==> src/rtl/framebuffer_scheduler_if.sv <==
// Bundles the write-user, framebuffer and engine-output ports of framebuffer_scheduler.
// Every valid/ready pair here transfers on a cycle where both are high; the payload is held while valid && !ready.
interface framebuffer_scheduler_if;
  logic        wr_valid;
  logic        wr_ready;
  logic [9:0]  wr_x;
  logic [9:0]  wr_y;
  logic [31:0] wr_data;

  logic [9:0]  fb_x_pos;
  logic [9:0]  fb_y_pos;
  logic [31:0] fb_data_in;
  logic        fb_read;
  logic        fb_write;
  logic [99:0] fb_data_chunk;
  logic        fb_data_ready;

  logic        out_valid;
  logic        out_ready;
  logic [99:0] out_chunk;
  logic [9:0]  out_x;
  logic [9:0]  out_y;
  logic        out_last;

  modport master (
    input  wr_valid, wr_x, wr_y, wr_data, fb_data_chunk, fb_data_ready, out_ready,
    output wr_ready, fb_x_pos, fb_y_pos, fb_data_in, fb_read, fb_write,
           out_valid, out_chunk, out_x, out_y, out_last
  );

  modport slave (
    output wr_valid, wr_x, wr_y, wr_data, fb_data_chunk, fb_data_ready, out_ready,
    input  wr_ready, fb_x_pos, fb_y_pos, fb_data_in, fb_read, fb_write,
           out_valid, out_chunk, out_x, out_y, out_last
  );
endinterface

==> src/rtl/framebuffer_scheduler.sv <==
// Shares the framebuffer address port between a pixel writer and a raster-scan reader,
// buffering each 5x5 chunk to the convolution engine.
module framebuffer_scheduler #(
  parameter int WIDTH        = 640,
  parameter int HEIGHT       = 480,
  parameter int X_STEP       = 1,
  parameter int WR_BURST_MAX = 4,
  parameter int GAP_CYCLES   = 2,
  parameter int TIMEOUT      = 8
) (
  input  logic       clk,
  input  logic       reset,
  input  logic       start,
  output logic       busy,
  output logic       frame_done,
  output logic       rd_timeout,
  output logic [1:0] dbg_state,
  framebuffer_scheduler_if.master bus
);

  typedef enum logic [1:0] {
    IDLE    = 2'd0,
    RD_REQ  = 2'd1,
    RD_WAIT = 2'd2
  } state_t;

  localparam int BW = $clog2(WR_BURST_MAX + 2);
  localparam int GW = $clog2(GAP_CYCLES + 2);
  localparam int TW = $clog2(TIMEOUT + 1);

  localparam logic [BW-1:0] BURST_MAX = BW'(WR_BURST_MAX);
  localparam logic [GW-1:0] GAP_LOAD  = GW'(GAP_CYCLES);
  localparam logic [TW-1:0] WAIT_LAST = TW'(TIMEOUT - 1);
  localparam logic [9:0]    LAST_Y    = 10'(HEIGHT - 1);

  state_t        state;
  logic [BW-1:0] burst_cnt;
  logic [GW-1:0] gap_cnt;
  logic [TW-1:0] wait_cnt;
  logic [9:0]    scan_x;
  logic [9:0]    scan_y;

  logic          rd_eligible;
  logic          grant_rd;
  logic          grant_wr;
  logic [10:0]   x_next;
  logic          row_end;
  logic          last_win;

  // Writes keep priority until WR_BURST_MAX of them have starved an eligible read.
  always_comb begin
    rd_eligible = busy && (gap_cnt == '0) && !bus.out_valid;
    grant_rd    = (state == IDLE) && rd_eligible && (!bus.wr_valid || (burst_cnt == BURST_MAX));
    grant_wr    = (state == IDLE) && bus.wr_valid && !grant_rd;
    x_next      = {1'b0, scan_x} + 11'(X_STEP);
    row_end     = (x_next >= 11'(WIDTH));
    last_win    = row_end && (scan_y == LAST_Y);
  end

  assign bus.wr_ready = grant_wr;
  assign dbg_state    = state;

  always_ff @(posedge clk or negedge reset) begin
    if (!reset) begin
      state          <= IDLE;
      burst_cnt      <= '0;
      gap_cnt        <= '0;
      wait_cnt       <= '0;
      scan_x         <= '0;
      scan_y         <= '0;
      busy           <= 1'b0;
      frame_done     <= 1'b0;
      rd_timeout     <= 1'b0;
      bus.fb_x_pos   <= '0;
      bus.fb_y_pos   <= '0;
      bus.fb_data_in <= '0;
      bus.fb_read    <= 1'b0;
      bus.fb_write   <= 1'b0;
      bus.out_valid  <= 1'b0;
      bus.out_chunk  <= '0;
      bus.out_x      <= '0;
      bus.out_y      <= '0;
      bus.out_last   <= 1'b0;
    end else begin
      bus.fb_write <= 1'b0;
      frame_done   <= 1'b0;

      if (!bus.fb_read && (gap_cnt != '0)) begin
        gap_cnt <= gap_cnt - 1'b1;
      end

      if (start && !busy) begin
        busy       <= 1'b1;
        scan_x     <= '0;
        scan_y     <= '0;
        rd_timeout <= 1'b0;
      end

      if (bus.out_valid && bus.out_ready) begin
        bus.out_valid <= 1'b0;
        if (bus.out_last) begin
          busy       <= 1'b0;
          frame_done <= 1'b1;
        end
      end

      case (state)
        IDLE: begin
          if (grant_rd) begin
            state     <= RD_REQ;
            burst_cnt <= '0;
          end else if (grant_wr) begin
            bus.fb_write   <= 1'b1;
            bus.fb_x_pos   <= bus.wr_x;
            bus.fb_y_pos   <= bus.wr_y;
            bus.fb_data_in <= bus.wr_data;
            burst_cnt      <= rd_eligible ? burst_cnt + 1'b1 : '0;
          end
        end

        RD_REQ: begin
          bus.fb_read  <= 1'b1;
          bus.fb_x_pos <= scan_x;
          bus.fb_y_pos <= scan_y;
          wait_cnt     <= '0;
          state        <= RD_WAIT;
        end

        RD_WAIT: begin
          // fb_x/y must not move here: the framebuffer output mux follows fb_y_pos.
          if (bus.fb_data_ready || (wait_cnt == WAIT_LAST)) begin
            bus.fb_read <= 1'b0;
            gap_cnt     <= GAP_LOAD;
            state       <= IDLE;
            if (row_end) begin
              scan_x <= '0;
              scan_y <= last_win ? 10'd0 : scan_y + 10'd1;
            end else begin
              scan_x <= x_next[9:0];
            end
            if (bus.fb_data_ready) begin
              bus.out_chunk <= bus.fb_data_chunk;
              bus.out_x     <= bus.fb_x_pos;
              bus.out_y     <= bus.fb_y_pos;
              bus.out_last  <= last_win;
              bus.out_valid <= 1'b1;
            end else begin
              rd_timeout <= 1'b1;
              if (last_win) begin
                busy       <= 1'b0;
                frame_done <= 1'b1;
              end
            end
          end else begin
            wait_cnt <= wait_cnt + 1'b1;
          end
        end

        default: state <= IDLE;
      endcase
    end
  end

endmodule

==> src/flat_wrapper.sv <==
// flat-port wrapper written by rule: the top's interface ports become plain ports
module framebuffer_scheduler_flat 
#(
  parameter int WIDTH        = 640,
  parameter int HEIGHT       = 480,
  parameter int X_STEP       = 1,
  parameter int WR_BURST_MAX = 4,
  parameter int GAP_CYCLES   = 2,
  parameter int TIMEOUT      = 8
)
  (clk, reset, start, busy, frame_done, rd_timeout, dbg_state, bus_wr_valid, bus_wr_x, bus_wr_y, bus_wr_data, bus_fb_data_chunk, bus_fb_data_ready, bus_out_ready, bus_wr_ready, bus_fb_x_pos, bus_fb_y_pos, bus_fb_data_in, bus_fb_read, bus_fb_write, bus_out_valid, bus_out_chunk, bus_out_x, bus_out_y, bus_out_last);
  framebuffer_scheduler_if bus_i ();
  input  logic clk;
  input  logic reset;
  input  logic start;
  output logic busy;
  output logic frame_done;
  output logic rd_timeout;
  output logic [1:0] dbg_state;
  input wire logic [$bits(bus_i.wr_valid)-1:0] bus_wr_valid;
  input wire logic [$bits(bus_i.wr_x)-1:0] bus_wr_x;
  input wire logic [$bits(bus_i.wr_y)-1:0] bus_wr_y;
  input wire logic [$bits(bus_i.wr_data)-1:0] bus_wr_data;
  input wire logic [$bits(bus_i.fb_data_chunk)-1:0] bus_fb_data_chunk;
  input wire logic [$bits(bus_i.fb_data_ready)-1:0] bus_fb_data_ready;
  input wire logic [$bits(bus_i.out_ready)-1:0] bus_out_ready;
  output wire logic [$bits(bus_i.wr_ready)-1:0] bus_wr_ready;
  output wire logic [$bits(bus_i.fb_x_pos)-1:0] bus_fb_x_pos;
  output wire logic [$bits(bus_i.fb_y_pos)-1:0] bus_fb_y_pos;
  output wire logic [$bits(bus_i.fb_data_in)-1:0] bus_fb_data_in;
  output wire logic [$bits(bus_i.fb_read)-1:0] bus_fb_read;
  output wire logic [$bits(bus_i.fb_write)-1:0] bus_fb_write;
  output wire logic [$bits(bus_i.out_valid)-1:0] bus_out_valid;
  output wire logic [$bits(bus_i.out_chunk)-1:0] bus_out_chunk;
  output wire logic [$bits(bus_i.out_x)-1:0] bus_out_x;
  output wire logic [$bits(bus_i.out_y)-1:0] bus_out_y;
  output wire logic [$bits(bus_i.out_last)-1:0] bus_out_last;
  assign bus_i.wr_valid = bus_wr_valid;
  assign bus_i.wr_x = bus_wr_x;
  assign bus_i.wr_y = bus_wr_y;
  assign bus_i.wr_data = bus_wr_data;
  assign bus_i.fb_data_chunk = bus_fb_data_chunk;
  assign bus_i.fb_data_ready = bus_fb_data_ready;
  assign bus_i.out_ready = bus_out_ready;
  assign bus_wr_ready = bus_i.wr_ready;
  assign bus_fb_x_pos = bus_i.fb_x_pos;
  assign bus_fb_y_pos = bus_i.fb_y_pos;
  assign bus_fb_data_in = bus_i.fb_data_in;
  assign bus_fb_read = bus_i.fb_read;
  assign bus_fb_write = bus_i.fb_write;
  assign bus_out_valid = bus_i.out_valid;
  assign bus_out_chunk = bus_i.out_chunk;
  assign bus_out_x = bus_i.out_x;
  assign bus_out_y = bus_i.out_y;
  assign bus_out_last = bus_i.out_last;
  framebuffer_scheduler #(.WIDTH(WIDTH), .HEIGHT(HEIGHT), .X_STEP(X_STEP), .WR_BURST_MAX(WR_BURST_MAX), .GAP_CYCLES(GAP_CYCLES), .TIMEOUT(TIMEOUT)) u_core (.clk(clk), .reset(reset), .start(start), .busy(busy), .frame_done(frame_done), .rd_timeout(rd_timeout), .dbg_state(dbg_state), .bus(bus_i));
endmodule
==> config.mk <==
export PLATFORM = sky130hd
export DESIGN_NAME = framebuffer_scheduler_flat
export DESIGN_NICKNAME = d
export VERILOG_FILES = /design/src/rtl/framebuffer_scheduler_if.sv /design/src/rtl/framebuffer_scheduler.sv /design/src/flat_wrapper.sv
export SDC_FILE = /design/constraint.sdc
export NUM_CORES = 1
export LEC_CHECK = 0
export CORE_MARGIN = 1.5
export CORE_UTILIZATION = 25
export DETAILED_ROUTE_END_ITERATION = 7
export PLACE_DENSITY = 0.6
export RECOVER_POWER = 100
export SYNTH_ARGS = -nofsm -noshare
export SYNTH_HDL_FRONTEND = slang
export SYNTH_SLANG_ARGS = --single-unit
==> constraint.sdc <==
create_clock -name clk -period 2 [get_ports clk]
set_clock_uncertainty 0.05 [all_clocks]
set_input_delay 0.3 -clock clk [delete_from_list [all_inputs] [get_ports clk]]
set_output_delay 0.3 -clock clk [all_outputs]
set_load 0.05 [all_outputs]
After elaboration in Yosys (flattened, before gate mapping) --
Index checks and enable logic that the tools add are counted. W data, S select, Z words.
Operators by class: reductions and logical operators 30, eq/ne operators 10, bitwise gates (word level) 1, magnitude comparators 1, add/subtract/negate cells 5, mux-type cells 52
Operator list (count):
- $mux W10 | 13
- $pmux W10 S2 | 2
- $mux W1 | 25
- $add A10 B1 Y11 const B | 1
- $ge A11 B10 Y1 const B | 1
- $add A10 B1 Y10 const B | 1
- $eq A10 B9 Y1 const B | 1
- $logic_and A1 B1 Y1 | 10
- $mux W2 | 5
- $mux W3 | 3
- $reduce_and A3 Y1 | 3
- $pmux W4 S2 | 1
- $reduce_and A2 Y1 | 4
- $reduce_bool A2 Y1 | 4
- $ne A2 B2 Y1 const B | 3
- $pmux W2 S3 | 1
- $logic_not A1 Y1 | 5
- $add A4 B1 Y4 const B | 1
- $eq A4 B3 Y1 const B | 1
- $logic_not A2 Y1 | 2
- $mux W4 | 1
- $ne A2 B1 Y1 const B | 2
- $add A3 B1 Y3 const B | 1
- $eq A3 B3 Y1 const B | 1
- 6 further kinds | 7
Word-level totals: word-level logic and storage cells 118, input port bits 158, output and inout bits 182, register bits 210

Longest topological paths before layout --
depth in word-level cells 10, depth in mapped cells 8, depth with buffers taken out 7

Worst setup path after synthesis --
OpenSTA, ideal clock, no wires.
path type reg-to-reg, from reg u_core.state[0] (netlist: u_core.dbg_state[0]), to reg u_core.bus.fb_data_in[13], cell stages (with the launch flop) 6, clock period less this slack 2.412 ns, setup time 0.125 ns, data arrival time 2.237 ns, path slack -0.412 ns, cell sequence dfrtp_1 > buf_2 > nor4_2 > nor3_1 > buf_2 > mux2_2
On the way: longest elaborated chain between the ends 6
RTL lines:
- start: declaration | RTL line framebuffer_scheduler.sv:36 | state_t state;
- start signal: assignment | RTL line framebuffer_scheduler.sv:65 | state <= IDLE;
- start signal: assignment | RTL line framebuffer_scheduler.sv:110 | state <= RD_REQ;
- start signal: assignment | RTL line framebuffer_scheduler.sv:126 | state <= RD_WAIT;
- $logic_not A2 Y1 (*) | RTL line framebuffer_scheduler.sv:53, framebuffer_scheduler.sv:54
- $logic_and A1 B1 Y1 (2 in a row) | RTL line framebuffer_scheduler.sv:53 | grant_rd = (state == IDLE) && rd_eligible && (!bus.wr_valid || (burst_cnt == BURST_MAX));
- $logic_not A1 Y1 | RTL line framebuffer_scheduler.sv:54 | grant_wr = (state == IDLE) && bus.wr_valid && !grant_rd;
- $logic_and A1 B1 Y1 (*) | RTL line framebuffer_scheduler.sv:54
- via bus_wr_ready | RTL line flat_wrapper.sv:27 | output wire logic [$bits(bus_i.wr_ready)-1:0] bus_wr_ready;
- $reduce_and A3 Y1 (no source line) (*)
- end signal: assignment | RTL line framebuffer_scheduler.sv:116 | bus.fb_data_in <= bus.wr_data;
- end: declaration | RTL line framebuffer_scheduler_if.sv:27 | output wr_ready, fb_x_pos, fb_y_pos, fb_data_in, fb_read, fb_write,
Mark *: on every way through the listed nets, which the timed path passes. The rest lies on a longest branch. A chain may end at the register's enable or synchronous reset.

Worst setup path in the final report --
from reg u_core.gap_cnt[0], to out bus_wr_ready
On the way: longest elaborated chain between the ends 7
RTL lines:
- start: declaration | RTL line framebuffer_scheduler.sv:38 | logic [GW-1:0] gap_cnt;
- start signal: assignment | RTL line framebuffer_scheduler.sv:89 | gap_cnt <= gap_cnt - 1'b1;
- $logic_not A2 Y1 | RTL line framebuffer_scheduler.sv:52 | rd_eligible = busy && (gap_cnt == '0) && !bus.out_valid;
- $logic_and A1 B1 Y1 (2 in a row) | RTL line framebuffer_scheduler.sv:52
- $logic_and A1 B1 Y1 (2 in a row) | RTL line framebuffer_scheduler.sv:53
- $logic_not A1 Y1 | RTL line framebuffer_scheduler.sv:54
- $logic_and A1 B1 Y1 | RTL line framebuffer_scheduler.sv:54
- end: declaration | RTL line flat_wrapper.sv:27
No other way between the ends.

==> impl_results.md <==
* Outcome: finished, violations left
* Failing checks: negative setup slack
* Hpwl dp at 19200 µm
* Initial Utilization at 25.6%
* Vias in the first global route at 6760
* Final worst setup slack at -0.407 ns
* Synth warnings at 0
* Syn avg cell area at 13.2 µm²
* Unrepaired setup endpoints after global routing: yes
* Num CTS Buffers at 25
* # setup viols final at 27
* Worst Setup Start Kind: flop
* Boundary pin count at 340
* Worst Hold Class: in2reg
* Leakage power at 6.22 nW
* Final core occ at 41.4%
* Final Max Tran Viols at 0
* Top post-synthesis cells by area: dfrtp_1, mux2_2, a21oi_1
* Worst slew pin tran at 1.05 ns
* Synthesized net count at 821
* Rows at 67
* Clk root buf: clkbuf_16
* FMAX at 415 MHz
* Post-route cell area at 0.0140 mm²
* First-pass GRT wire length at 39600 µm
* FF-to-FF Start: u_core.gap_cnt[0]
* Fin crit share at 120%
* Final GP Congestion at 0.792
* Skew-Pair Late Insertion Delay at 0.52 ns
* Chip Width at 189 µm
* Placement Cell Area at 0.0130 mm²
* Drt wl/cell at 17.4 µm
* R2R depth at 9
* # clock sinks at 210
* Top-area cell type share of the netlist area at 60.7%
* Layout cell share with drive strength beyond 1 at 31.4%
* Cells after Synth at 656
* Final Hold Fails at 0
* VDD IR max at 0.000798 V
* Synthesis-stage register bit count at 210
* Via density at 4.44
* Area leader, netlist: dfrtp_1
* Reg-to-reg endpoint: u_core.bus.fb_data_in[4]
* Worst setup path category: reg2out
* Vias at 6791
* Synth async-reset ratio at 100%
* Die ar. at 0.0358 mm²
* Min-delay src: bus_out_ready
* Number of flops mapped to enable cells by yosys at 0
* Fin Hold WS at 0.325 ns
* Initial antenna violation count at 1
* Residual DRC at 0
* Clk buf depth at 3
* Hold path depth at 2
* Most frequent cell after synthesis: dfrtp_1
* Mapped Area at 0.00866 mm²
* Crit path DAT at 2.06 ns
* FILL cells at 3253
* Post-synthesis sequential area ratio at 60.7%
* Total power at 26.6 mW
* Gr usage total at 14.1%
* CTS tree: yes
* Pre-antenna DRT Iters at 4
* Die H at 189 µm
* PortBufs at 339
* Area grow syn2layout at 61.5%
* Clk slew on worst S/H paths at 0.06 ns
* Max-Slew Margin vs Limit at 30.1%
* Core region area at 0.0338 mm²
* Flop2flop setup slack at -0.14 ns
* Post-Route WL at 26700 µm
* DRT iter0 DRCs at 216
* GRT overflow at 0
* Synth Flop Type: dfrtp_1
* Minimum clock period at 2.41 ns
* Hold Path Sink: u_core.bus.out_valid
* Pin count of the biggest net entering global routing at 73
* Antenna viol nets, final at 0
* Commonest cells post-synth: dfrtp_1, mux2_2, nor2_1, a21oi_1, inv_1
* Number of H-tree levels at 1
* CP max FO at 3
* Final net count at 1229
* CP Capture Type: output port
* Max_cap viols at 0
* WP data required at 1.65 ns
* Power per cell area at 1900 mW/mm²
* Yosys cell types at 50
## flip-flops by register name, indices dropped and copies added, names as in the netlist, 4 cells and up
name	cells
u_core.bus.out_chunk	100
u_core.bus.fb_data_in	32
u_core.bus.fb_x_pos	10
u_core.bus.fb_y_pos	10
u_core.bus.out_x	10
u_core.bus.out_y	10
u_core.scan_x	10
u_core.scan_y	10
u_core.wait_cnt	4
## worst max path at each step
stage,from,to,cells past startpoint
finish,u_core.gap_cnt[0],bus_wr_ready,7
global route,u_core.gap_cnt[1],bus_wr_ready,7
CTS,u_core.gap_cnt[0],bus_wr_ready,7
detailed placement,bus_wr_valid,u_core.bus.fb_data_in[18],6
global placement,bus_wr_valid,u_core.bus.fb_data_in[14],6
floorplan,u_core.scan_x[6],u_core.scan_y[1],8
## layer usage
| layer | GRT usage [%] | up-vias | part of all wire, % |
|---|---|---|---|
| li1 | - | 3188 | - |
| met1 | 17.5 | 3358 | 41 |
| met2 | 24.8 | 209 | 51 |
| met3 | 2.91 | 36 | 6.3 |
| met4 | 3.60 | 0 | 1.9 |
| met5 | 0 | - | 0 |
## cell families after synthesis
logic type      share of synthesized area (%)
xor+xnor                                0.304
mux                                      21.2
fa+ha+maj                                1.01
compound gates                           7.23
buf+inv                                  2.66
flops                                    60.7
simple gates                             6.95
## power breakdown
part	total (mW)	switching (mW)	leakage, nW	internal, mW
registers	7.30	1.10	2.51	6.20
clock network	4.77	1.82	0.418	2.95
logic	14.5	9.74	3.29	4.79
total	26.6	12.7	6.22	13.9
## through the flow
stage          worst slack [ns]  setup TNS, ns  std cells
2_1_floorplan          -0.00399       -0.00399        656
3_3_place_gp             -0.138          -4.45       1470
3_5_place_dp             -0.173          -5.57       1470
4_1_cts                  -0.508          -4.20       1519
5_1_grt                  -0.529          -8.35       1530
6_report                 -0.407          -2.65       1530
## critical path, cell delays in order, from the launching register on
cell and delay, ns:
dfrtp_1 0.37, inv_1 0.06, ha_2 0.17, nand3b_1 0.23, nor4_4 0.35, nor3_4 0.07, buf_12 0.14, buf_12 0.14
## area by class of cell
cell class	instances	area, µm²	share of cell area, %
timing repair buffer	417	3760	26.9
tap	448	561	4.01
inverter	19	71.3	0.510
multi-input combinational	391	3460	24.8
clock buffer	32	692	4.95
clock inverter	12	171	1.23
sequential	210	5260	37.6
antenna	1	2.50	0.0179
## what timing repair did
item                                    in CTS  in global routing
hold endpoints to repair                    61                  0
endpoints found under the setup margin     156                 68
hold buffers                                 1                  0
buffers inserted                             3                  8
resized for setup                          159                 77
cloned                                       1                  5
pin swaps                                    3                  4
## cells in the final DEF, fill, tap and decap left out, types with 15 or more instances in the layout
master           count
clkbuf_2            19
inv_1               19
a21oi_1             24
nand2_1             15
dlygate4sd2_1      152
nor2_1              21
buf_4               50
clkbuf_16           28
clkdlybuf4s50_1    156
dfrtp_1            204
nor2_4              19
nand3_1             15
mux2_2             151
clkbuf_1            23
(Power assumes the default switching activity.)
